File: src/rtl/gate_sweep_ctrl.sv
// Clocked sweep controller for a 3-input combinational gate: steps {a,b,c}
// through 000..111, holds each vector HOLD cycles and checks F against TRUTH.
module gate_sweep_ctrl #(
    parameter int unsigned HOLD  = 4,
    parameter logic [7:0]  TRUTH = 8'h69
) (
    input  logic       clk,
    input  logic       rst,
    input  logic       start,
    input  logic       f_in,
    output logic       a,
    output logic       b,
    output logic       c,
    output logic       busy,
    output logic       done,
    output logic       pass,
    output logic [7:0] fail_mask,
    output logic [3:0] err_cnt,
    output logic [2:0] vec_idx
);

    typedef enum logic {
        IDLE = 1'b0,
        RUN  = 1'b1
    } state_t;

    localparam logic [7:0] HOLD_LAST = 8'(HOLD - 1);

    state_t     state_q, state_d;
    logic [7:0] hold_q, hold_d;
    logic [2:0] vec_q, vec_d;
    logic [7:0] mask_q, mask_d;
    logic [3:0] err_q, err_d;
    logic       pass_q, pass_d;
    logic       done_q, done_d;
    logic       mismatch;

    // NOTE: every signal gets its default before the case so no latch is inferred.
    always_comb begin
        state_d  = state_q;
        hold_d   = hold_q;
        vec_d    = vec_q;
        mask_d   = mask_q;
        err_d    = err_q;
        pass_d   = pass_q;
        done_d   = 1'b0;
        mismatch = (f_in != TRUTH[vec_q]);

        case (state_q)
            IDLE: begin
                if (start) begin
                    state_d = RUN;
                    hold_d  = 8'd0;
                    vec_d   = 3'd0;
                    mask_d  = 8'd0;
                    err_d   = 4'd0;
                    pass_d  = 1'b0;
                end
            end
            RUN: begin
                if (hold_q != HOLD_LAST) begin
                    hold_d = hold_q + 8'd1;
                end else begin
                    hold_d = 8'd0;
                    if (mismatch) begin
                        mask_d[vec_q] = 1'b1;
                        err_d         = err_q + 4'd1;
                    end
                    if (vec_q != 3'd7) begin
                        vec_d = vec_q + 3'd1;
                    end else begin
                        // Final vector: err_d already includes its verdict.
                        state_d = IDLE;
                        done_d  = 1'b1;
                        pass_d  = (err_d == 4'd0);
                    end
                end
            end
            default: state_d = IDLE;
        endcase
    end

    // NOTE: sequential state uses non-blocking assignments only.
    always_ff @(posedge clk) begin
        if (rst) begin
            state_q <= IDLE;
            hold_q  <= 8'd0;
            vec_q   <= 3'd0;
            mask_q  <= 8'd0;
            err_q   <= 4'd0;
            pass_q  <= 1'b0;
            done_q  <= 1'b0;
        end else begin
            state_q <= state_d;
            hold_q  <= hold_d;
            vec_q   <= vec_d;
            mask_q  <= mask_d;
            err_q   <= err_d;
            pass_q  <= pass_d;
            done_q  <= done_d;
        end
    end

    assign {a, b, c} = vec_q;
    assign vec_idx   = vec_q;
    assign busy      = (state_q == RUN);
    assign done      = done_q;
    assign pass      = pass_q;
    assign fail_mask = mask_q;
    assign err_cnt   = err_q;

endmodule

File: config.mk
export PLATFORM = sky130hd
export DESIGN_NAME = gate_sweep_ctrl
export DESIGN_NICKNAME = d
export VERILOG_FILES = /design/src/rtl/gate_sweep_ctrl.sv
export SDC_FILE = /design/constraint.sdc
export NUM_CORES = 1
export LEC_CHECK = 0
export ABC_AREA = 1
export CAP_MARGIN = 20
export CORE_UTILIZATION = 45
export DETAILED_ROUTE_END_ITERATION = 6
export GPL_TIMING_DRIVEN = 0
export HOLD_SLACK_MARGIN = 0.1
export PLACE_DENSITY = 0.69
export SLEW_MARGIN = 10
export SYNTH_ARGS = -nofsm -noshare
export SYNTH_HDL_FRONTEND = slang
export SYNTH_SLANG_ARGS = --single-unit
File: constraint.sdc
create_clock -name clk -period 3.99 [get_ports clk]
set_input_delay 0.5985 -clock clk [delete_from_list [all_inputs] [get_ports clk]]
set_output_delay 0.5985 -clock clk [all_outputs]
set_load 0.1 [all_outputs]
# Yosys cells after proc, flatten, opt, wreduce, memory -nomap -nowiden
# Memory sizes are Yosys's and may differ from the RTL's. A register that Yosys moved wholly into a read port is not among the register bits.
# Cells that the tools add are included.
# Widths: inputs -> output; s select.
[totals]
inputBits = 4
n_memories = 1
regBits = 26
rom_bits = 8
wordCells = 60
output_inout_bits = 21
[mem_list]
columns = ["memory", "depth", "word_bits", "rd", "rd_clocked_by_memory_dff", "wr", "line_no", "text"]
rows = [
  ["(no name shown)", 8, 1, 1, 1, 0, "47", "mismatch = (f_in != TRUTH[vec_q]);"],
]
[op_classes]
mux = 30
bitwise = 2
reduce_logical = 7
n_lt_le_gt_ge = 2
eq_ne = 8
addsub = 3
[ops]
columns = ["operator", "n"]
rows = [
  ["$mux 8", 4],
  ["$pmux 8 s2", 2],
  ["$mux 4", 5],
  ["$mux 3", 5],
  ["$mux 1", 9],
  ["$reduce_and 3->1", 3],
  ["$add 8x1->8 const B", 1],
  ["$ne 8x2->1 const B", 1],
  ["$or 8x8->8", 1],
  ["$pmux 4 s2", 1],
  ["$ne 2x2->1 const B", 3],
  ["$pmux 3 s2", 1],
  ["$add 4x1->4 const B", 1],
  ["$logic_not 4->1", 1],
  ["$lt 3x4->1 const B", 1],
  ["$ne 2x1->1 const B", 2],
  ["$pmux 1 s2", 2],
  ["$add 3x1->3 const B", 1],
  ["$demux 1 s3", 1],
  ["$ge 3x1->1 const B", 1],
  ["$ne 3x3->1 const B", 1],
  ["$reduce_or 3->1", 1],
  ["$reduce_and 2->1", 1],
  ["$logic_and 1x1->1", 1],
  ["other kinds (2)", 2],
]

# Depth between registers and ports, before layout
# Gate-level depths: netlist of run 1.
[depth]
depth_word = 10
mapped_depth = 12
mapped_depth_nobuf = 12

# Worst setup path before layout of run 1
# No wires, ideal clock.
[synth_path]
kind = "register to register"
startpoint = "register vec_q[0], in the netlist vec_idx[0]"
endpoint = "register with a tool-made name"
path_stages_with_launch = 12
required_ns = 3.877
setup_slack_ns = 1.680
period_less_slack_ns = 2.310
t_arrival_ns = 2.197
path_buffers = 0
path_cell_list = "dfxtp_1 ha_1 ha_1 inv_1 nand2_1 nand2_4 nand3_1 nand2_1 nand3_1 nand3_1 nand3_1 nand2_1"
[synth_lines]
columns = ["element", "line_no", "text"]
rows = [
  ["start, declared", "31", "logic [2:0] vec_q, vec_d;"],
  ["start signal, assigned", "96", "vec_q <= vec_d;"],
]

# Worst setup path in the final report of run 1
[layout_path]
startpoint = "register vec_q[0], in the netlist vec_idx[0]"
endpoint = "output port vec_idx[0]"
[layout_lines]
columns = ["element", "line_no", "text"]
rows = [
  ["end, declared", "19", "output logic [2:0] vec_idx"],
]
# No word-level cell between the ends.

==> results of run 1 <==
==> layout by cell type (no fill, tap or decap) <==
cell type                          n
sky130_fd_sc_hd__nor2_1           10
sky130_fd_sc_hd__clkinv_1          1
sky130_fd_sc_hd__clkinv_2          1
sky130_fd_sc_hd__clkdlybuf4s50_1  24
sky130_fd_sc_hd__nand2_1          49
sky130_fd_sc_hd__nor2_2            2
sky130_fd_sc_hd__nand2_4           3
sky130_fd_sc_hd__a21oi_1          21
sky130_fd_sc_hd__nand3_1          19
sky130_fd_sc_hd__nand3_2           1
sky130_fd_sc_hd__a31oi_1           1
sky130_fd_sc_hd__a211oi_1          1
sky130_fd_sc_hd__clkbuf_4          3
sky130_fd_sc_hd__a221oi_1          1
sky130_fd_sc_hd__or2_0             3
sky130_fd_sc_hd__nor3_1            2
sky130_fd_sc_hd__nand2_8           1
sky130_fd_sc_hd__nor2_4            6
sky130_fd_sc_hd__xnor2_1           2
sky130_fd_sc_hd__inv_1            20
sky130_fd_sc_hd__buf_4             4
sky130_fd_sc_hd__nand2_2           4
sky130_fd_sc_hd__dfxtp_1          27
sky130_fd_sc_hd__o21ai_1           1
sky130_fd_sc_hd__inv_2             9
sky130_fd_sc_hd__o21ai_0           6
sky130_fd_sc_hd__clkbuf_1          1
sky130_fd_sc_hd__xor2_1            1
sky130_fd_sc_hd__nand4_1           2
sky130_fd_sc_hd__ha_1              4
sky130_fd_sc_hd__o211ai_4          1
==> path summary, 6_finish.rpt <==
kind,from,endpoint,slack (ns)
hold / removal,fail_mask[0]$_SDFFE_PP0P_,fail_mask[0]$_SDFFE_PP0P_,0.46
setup reg to reg,vec_idx[0]$_SDFFE_PP0N_,register,2.19
setup / recovery,vec_idx[0]$_SDFFE_PP0N_,vec_idx[0],1.23
hold reg to reg,fail_mask[0]$_SDFFE_PP0P_,fail_mask[0]$_SDFFE_PP0P_,0.46
==> registers in the layout (all words and copies together) (netlist names), named ones only <==
register	flops
fail_mask	8
pass	1
vec_idx	3
busy	1
done	1
err_cnt	4
hold_q	8
==> where the power goes <==
group          internal, mW  switching (mW)  leakage, nW
clock network        0.0376          0.0786       0.0177
registers             0.279         0.00937        0.219
logic                0.0434           0.117        0.453
total                 0.360           0.205        0.689
==> metrics by stage <==
| step | instance area [um^2] | worst slack (ns) | instances | util | total power [mW] |
|---|---|---|---|---|---|
| finish | 1800 | 1.23 | 275 | 0.584 | 0.565 |
| detailed placement | 1770 | 1.60 | 271 | 0.575 | 0.455 |
| CTS | 1800 | 1.23 | 275 | 0.584 | 0.571 |
| global route | 1800 | 1.18 | 275 | 0.584 | 0.596 |
| global placement | 1770 | 1.60 | 271 | 0.575 | 0.455 |
| floorplan | 1470 | 1.68 | 203 | - | 0.422 |
==> worst max-delay path, cell delays in order, from the launching register on <==
cell and delay [ns]:
sky130_fd_sc_hd__dfxtp_1 0.56, sky130_fd_sc_hd__buf_4 0.18, sky130_fd_sc_hd__clkdlybuf4s50_1 1.12
==> Yosys cell counts (all sizes together) <==
library cell	count
xor2	1
nor3	2
nand3	20
inv	29
buf	4
a221oi	1
dfxtp	27
nand4	2
clkbuf	1
o211ai	1
a21oi	21
a211oi	1
o21ai	7
ha	4
clkinv	1
a31oi	1
nand2	57
nor2	18
or2	3
xnor2	2
==> layout make-up <==
| cell class | instances | area (um^2) | share of cell area |
|---|---|---|---|
| multi-input combinational | 141 | 787 | 0.438 |
| sequential | 27 | 541 | 0.301 |
| timing repair buffer | 24 | 240 | 0.134 |
| inverter | 30 | 113 | 0.0627 |
| tap | 44 | 55.1 | 0.0306 |
| buffer | 5 | 33.8 | 0.0188 |
| clock buffer | 3 | 22.5 | 0.0125 |
| clock inverter | 1 | 5.00 | 0.00279 |
==> logic make-up (layout without fill, tap and decap cells) <==
group                    after synthesis  after routing
flip-flops                            27             27
XOR/XNOR                               3              3
AO/OA/AOI/OAI                         32             32
buffers and inverters                 35             63
AND/OR/NAND/NOR                      102            102
adder cells (fa/ha/maj)                4              4
==> metal layers <==
layer	vias to the layer above	share of wire
met2	21	0.44
met3	2	0.029
li1	703	-
met5	-	0
met1	571	0.52
met4	0	0.0068
==> run summary, run 1 <==
Aggregate global-route resource usage -> 0.183
Slew Viols, Final -> 0
Final sum of negative setup slack -> 0 ns
DRC Markers -> 0
Num CTS Buffers -> 3
Later-pin clock latency in the skew report -> 0.32 ns
Setup repair after global routing missed its margin -> no
Antenna violations before repair -> 0
Crit path arrival time -> 2.17 ns
Remaining antenna violation count after routing -> 0
Hold bufs inserted after CTS -> 0
Required time of the critical path -> 3.39 ns
Iter 0 DRT Violations -> 33
Top cells by area, synth -> sky130_fd_sc_hd__dfxtp_1 37%, sky130_fd_sc_hd__nand2_1 12%, sky130_fd_sc_hd__a21oi_1 7.1%
Layout area overhead -> 21.9%
Static leakage -> 0.689 nW
Run status -> completed
Total congestion overflow -> 0
Worst setup skew after layout -> 0.0119 ns
Cell area power density -> 314 nW/um^2
Fin. Hold Viols -> 0
Count of yosys warnings during synthesis -> 0
Portion of the clock cycle consumed by the worst path in the final layout -> 0.693
Met3 usage -> 0.0262
Max Buffers Root-to-Sink -> 2
Post-synthesis sequential element count -> 27
Global-route met1 utilization -> 0.254
Compound-gate portion of the synthesized area -> 0.125
Post-synthesis average cell area -> 7.26 um^2
Synth Area in Simple Gates -> 0.357
Vias post-DR -> 1297
Top cell type by total area after synthesis -> sky130_fd_sc_hd__dfxtp_1
TritonCTS clock tree -> built
Combined area of all synthesized cells -> 1470 um^2
Slew margin rel. -> 0.351
Max FO, Critical Path -> 7
Cell depth of the worst hold path -> 2
Vias per std cell -> 4.72
Rows -> 20
Post-synth net total -> 211
Largest net degree at the start of global routing -> 16
Number of global-route vias before repair -> 1165
# Post-CTS Setup Buffers -> 0
Worst reg-to-reg path cell count -> 12
Slew of the pin with the lowest slew margin -> 0.970 ns
Post-Synthesis Cells -> 203
Post-CTS resize count -> 0
Port Buffer Count -> 24
Number of levels the H-tree was split into -> 1
Count of final setup violators -> 0
Startpoint types -> register
Post-synthesis xor/xnor area fraction -> 0.0178
Multiplexer area fraction after synthesis -> 0
Met2 track demand over resource in global routing -> 0.289
Num ports -> 25
Routed length per instance -> 10.1 um
Worst ir drop on vdd -> 0.156 mV
Number of distinct standard cells referenced by the synthesized netlist -> 28
Sink Count -> 27
Share of cells above drive strength 1 -> 0.152
Net total in the final layout -> 240
First-pass GRT wire length -> 4.93 mm
Area inside the core boundary -> 3080 um^2
Total length of routed wires -> 2.79 mm
Effective utilization at floorplan -> 0.479
Clock root buffer master -> sky130_fd_sc_hd__clkbuf_4
Placer Congestion -> 0.803
Die width -> 59.2 um
Total iterations of the first detailed-routing run -> 4
# diodes -> 0
Max cap viols -> 0
Class of the tightest hold or removal check -> register to register
Fillcell total -> 294
Largest family of logic cells by synthesized area -> simple AND/OR/NAND/NOR gates
Clock-pin slew on the worst setup and hold paths -> 0.13 ns
Worst Setup End Kind -> output pin
Adder and majority gate portion of the synthesized area -> 0.0340
Most utilized layer in the global route result -> met2
Post-route worst hold slack -> 0.457 ns
Die ar. -> 3510 um^2
Start-to-end type of the worst setup path -> register to output pin
Final Critical Period -> 2.76 ns
Synth top area share -> 0.367
Half-perimeter wire length after placement -> 2.14 mm
Upper clock frequency limit -> 362 MHz
Seq/Total Area, Yosys -> 0.367
Height of the chip -> 59.2 um
Note: power is estimated with default switching activity, not from simulation.
==> inputs of run 2 (changes only) <==
==> constraint.sdc (replaced) <==
create_clock -name clk -period 2.8 [get_ports clk]
set_input_delay 0.42 -clock clk [delete_from_list [all_inputs] [get_ports clk]]
set_output_delay 0.42 -clock clk [all_outputs]
set_load 0.1 [all_outputs]
==> results of run 2 <==
The final DEF is identical to that of run 1. Status: completed.
Among the figures that moved: setup slack after placement 1.60 ns -> 0.589 ns; setup slack after layout 1.23 ns -> 0.215 ns; register-to-register setup slack 2.19 ns -> 1.00 ns; total power 0.565 mW -> 0.805 mW; worst IR drop on VDD 0.156 mV -> 0.223 mV
==> inputs of run 3 (changes only) <==
--- a/config.mk
+++ b/config.mk
@@ -8,6 +8,7 @@
 export ABC_AREA = 1
 export CAP_MARGIN = 20
 export CORE_UTILIZATION = 45
+export CTS_BUF_LIST = sky130_fd_sc_hd__clkbuf_2 sky130_fd_sc_hd__clkbuf_4 sky130_fd_sc_hd__clkbuf_8
 export DETAILED_ROUTE_END_ITERATION = 6
 export GPL_TIMING_DRIVEN = 0
 export HOLD_SLACK_MARGIN = 0.1
==> constraint.sdc (replaced) <==
create_clock -name clk -period 2.6 [get_ports clk]
set_input_delay 0.39 -clock clk [delete_from_list [all_inputs] [get_ports clk]]
set_output_delay 0.39 -clock clk [all_outputs]
set_load 0.1 [all_outputs]
==> run 3 against run 2 <==
- sequential power is 7.5% higher
- combinational power is 7% higher
- sequential share of layout area hardly changed
- non-clock buffer count stayed put
- first-iteration DRC count stayed put
- design area is 0.14% higher
- critical path depth stayed put
- worst setup slack worse by 0.096 ns
- highest routed layer unchanged
==> run summary, run 3 (synthesis results as in run 1) <==
Internal cell power -> 0.552 mW
Placer Congestion -> 0.803
Area taken by flip-flops and latches -> 541 um^2
Sw frac -> 0.363
Port Buffer Count -> 24
Remaining antenna violation count after routing -> 0
Upper clock frequency limit -> 403 MHz
Portion of the clock cycle consumed by the worst path in the final layout -> 0.954
Fillcell total -> 294
Die ar. -> 3510 um^2
Max cap viols -> 0
Most frequent standard cell in the layout excluding fill and tap cells -> sky130_fd_sc_hd__nand2_1
Half-perimeter wire length after placement -> 2.14 mm
Final sum of negative setup slack -> 0 ns
Aggregate global-route resource usage -> 0.183
# Post-CTS Setup Buffers -> 0
Static leakage -> 0.708 nW
Area of combinational cells with multiple inputs -> 787 um^2
Largest net degree at the start of global routing -> 16
Number of levels the H-tree was split into -> 1
Class of the tightest hold or removal check -> register to register
Setup repair after global routing missed its margin -> no
Switching Power -> 0.314 mW
Rows -> 20
Die width -> 59.2 um
Share of cells above drive strength 1 -> 0.152
Area inside the core boundary -> 3080 um^2
Relative contribution of sequential cells to total power -> 0.510
First-pass GRT wire length -> 4.93 mm
Combinational share of power -> 0.284
Total iterations of the first detailed-routing run -> 4
Worst Setup End Kind -> output pin
Worst setup skew after layout -> 0.0119 ns
Cell area power density -> 482 nW/um^2
Layout area overhead -> 22.1%
Required time of the critical path -> 2.21 ns
Run status -> completed
Vias post-DR -> 1297
Vias per std cell -> 4.72
Worst ir drop on vdd -> 0.240 mV
Start-to-end type of the worst setup path -> register to output pin
Height of the chip -> 59.2 um
Crit path arrival time -> 2.09 ns
Sink Count -> 27
Final Critical Period -> 2.48 ns
TritonCTS clock tree -> built
Count of final setup violators -> 0
# diodes -> 0
Later-pin clock latency in the skew report -> 0.32 ns
Startpoint types -> register
Routed length per instance -> 10.1 um
Clock share of power -> 0.206
Max Buffers Root-to-Sink -> 2
Antenna violations before repair -> 0
Effective utilization at floorplan -> 0.479
Net total in the final layout -> 240
Total length of routed wires -> 2.79 mm
Iter 0 DRT Violations -> 33
Post-route worst hold slack -> 0.457 ns
Num ports -> 25
Max FO, Critical Path -> 8
Total congestion overflow -> 0
Number of global-route vias before repair -> 1165
Clock root buffer master -> sky130_fd_sc_hd__clkbuf_4
Num CTS Buffers -> 3
Fin. Hold Viols -> 0
Total power draw -> 0.867 mW
Slew of the pin with the lowest slew margin -> 0.970 ns
Slew margin rel. -> 0.351
Final cell area excluding filler cells -> 1800 um^2
Highest-count cells in the layout ignoring fill and taps -> 49 x sky130_fd_sc_hd__nand2_1, 27 x sky130_fd_sc_hd__dfxtp_1, 23 x sky130_fd_sc_hd__clkdlybuf4s50_1
DRC Markers -> 0
Slew Viols, Final -> 0
Cell Area, Placed -> 1770 um^2
Clock-pin slew on the worst setup and hold paths -> 0.13 ns
run 3: cell type report:
class,count,share of cell area
multi-input cells,141,0.437
flip-flops and latches,27,0.300
repair buffers,24,0.135
inverters,30,0.0626
well taps,44,0.0306
plain buffers,5,0.0188
clock buffers,3,0.0125
clock inverters,1,0.00278
run 3: path summary, 6_finish.rpt:
check	start	endpoint	slack, ns	cells past startpoint
worst max-delay path	vec_idx[1]$_SDFFE_PP0N_	vec_idx[1]	0.12	2
worst min-delay path	fail_mask[0]$_SDFFE_PP0P_	fail_mask[0]$_SDFFE_PP0P_	0.46	2
worst max register to register	vec_idx[0]$_SDFFE_PP0N_	register	0.80	12
worst min register to register	fail_mask[0]$_SDFFE_PP0P_	fail_mask[0]$_SDFFE_PP0P_	0.46	2
run 3: critical path, cell delays in order, from the launching register on:
cell and delay, ns:
sky130_fd_sc_hd__dfxtp_1 0.50, sky130_fd_sc_hd__buf_4 0.16, sky130_fd_sc_hd__clkdlybuf4s50_1 1.12
run 3: stage by stage:
step / utilization / std cells / setup WS [ns]
after floorplan: - / 203 / 0.290
after global placement: 0.575 / 271 / 0.418
after detailed placement: 0.575 / 271 / 0.419
after CTS: 0.584 / 275 / 0.0460
after global routing: 0.585 / 275 / 0.0244
final: 0.585 / 275 / 0.119
run 3: repair_timing:
action,4_1_cts,5_1_grt
setup endpoints to repair,0,1
resized for setup,0,1
hold buffers,0,0
run 3: metal layers:
layer	up-vias	global-route usage	part of all wire
met5	-	0	0
met4	0	0.0646	0.0068
met3	2	0.0262	0.029
met2	21	0.289	0.44
met1	571	0.254	0.52
li1	703	-	-
run 3: power groups by stage:
stage / clock [mW] / combinational (mW) / sequential, mW
floorplan: 0 / 0.136 / 0.512
global placement: 0 / 0.247 / 0.451
detailed placement: 0 / 0.247 / 0.452
CTS: 0.186 / 0.248 / 0.443
global route: 0.203 / 0.266 / 0.446
finish: 0.178 / 0.246 / 0.442
==> RTL edit (flow settings as in run 1) <==
Set the parameter `TRUTH` to 8'h40 (it was 8'h69).
--- a/src/rtl/gate_sweep_ctrl.sv
+++ b/src/rtl/gate_sweep_ctrl.sv
@@ -3,5 +3,5 @@
 module gate_sweep_ctrl #(
     parameter int unsigned HOLD  = 4,
-    parameter logic [7:0]  TRUTH = 8'h69
+    parameter logic [7:0]  TRUTH = 8'h40
 ) (
     input  logic       clk,
Formal check against the unedited RTL: not equivalent (a bounded check fails within 10 cycles, from zero or initial values and one cycle with rst high).
==> RTL edit against run 1 <==
The flow now finishes with violations (DRC). Wire length is 7.6% higher. Non-clock buffer count stayed put. Cell count is 5.5% lower. Design area is 6.3% lower. Worst setup slack better by 13 ps. Core utilization is 1.2 points higher. Area after synthesis is 6.5% lower. Total power is 10% lower. Sequential cell count stayed put. Sequential share of layout area is 2.0 points higher. Largest cell class unchanged.
==> RTL edit: results (changes against run 1) <==
Detailed Route WL: 3000 um (+7.6%)
# fillers: 266 (-9.5%)
Pin count of the biggest net entering global routing: 15 (-1)
Slew @ Worst Pin: 970.2 ps (+0.5004 ps)
Inverters, non-clock: 32 (+6.7%)
F_max: 363.6 MHz (+0.47%)
Worst R2R Setup Slack: 2420 ps (+230 ps)
Commonest cells post-synth: 47 x nand2_1, 29 x inv_1, 27 x dfxtp_1, 25 x nand3_1, 21 x a21oi_1
Final GP Congestion: 0.8619 (+7.3%)
Vias in the first global route: 1,216 (+4.4%)
Fraction of area in multi-input gates: 40.12% (-3.7 points)
Drc violations: 2 (+2)
Reg2Reg Depth: 9 (-3)
Status: finished, violations left
Hold path start: fail_mask[1]
First-pass GRT wire length: 5161 um (+4.6%)
Hold EP: fail_mask[1]
Post-synthesis compound-gate area fraction: 11.89% (-0.59 points)
Avg Vias per Cell: 5.265 (+12%)
Failing checks: DRC
Pwr dens: 300.6 nW/um^2 (-4.4%)
Top cells by area, synth: dfxtp_1 39%, nand2_1 13%, nand3_1 9.1%, inv_1 7.9%, a21oi_1 7.6%
Dpl hpwl: 2304 um (+7.5%)
Layout Cells excl Fill: 260 (-5.5%)
Data buffer area share: 16.49% (+1.2 points)
Seq/Total Area, Yosys: 39.20% (+2.5 points)
Clock-cell share: 1.560% (+0.028 points)
Layout Nets: 238 (-0.83%)
Syn_nets: 209 (-0.95%)
-- RTL edit: cell count changes in the layout (fill, tap and decap cells not counted), sizes merged, moves of 2 or more --
cell,before,now
nand3,20,25
nand2,57,53
or2,3,0
inv,29,31
nand3b,0,2
nand4,2,0
xnor2,2,0
-- RTL edit: worst max-delay path, cell delays in order, from the launching register on --
cell and delay (ps):
dfxtp_1 550, buf_4 170, clkdlybuf4s50_1 1120
-- RTL edit: report_power, final --
group,internal (W),switching (W),total (W)
Combinational,0.0000284,0.0000803,0.000109
Sequential,0.000276,0.00000781,0.000284
Clock,0.0000390,0.0000749,0.000114
-- RTL edit: layer usage --
metal,vias up,part of all wire (%),global-route usage [%]
li1,696,-,-
met1,625,50,27.66
met2,42,45,31.56
met3,6,4.0,2.041
met4,0,1.6,9.756
met5,-,0,0
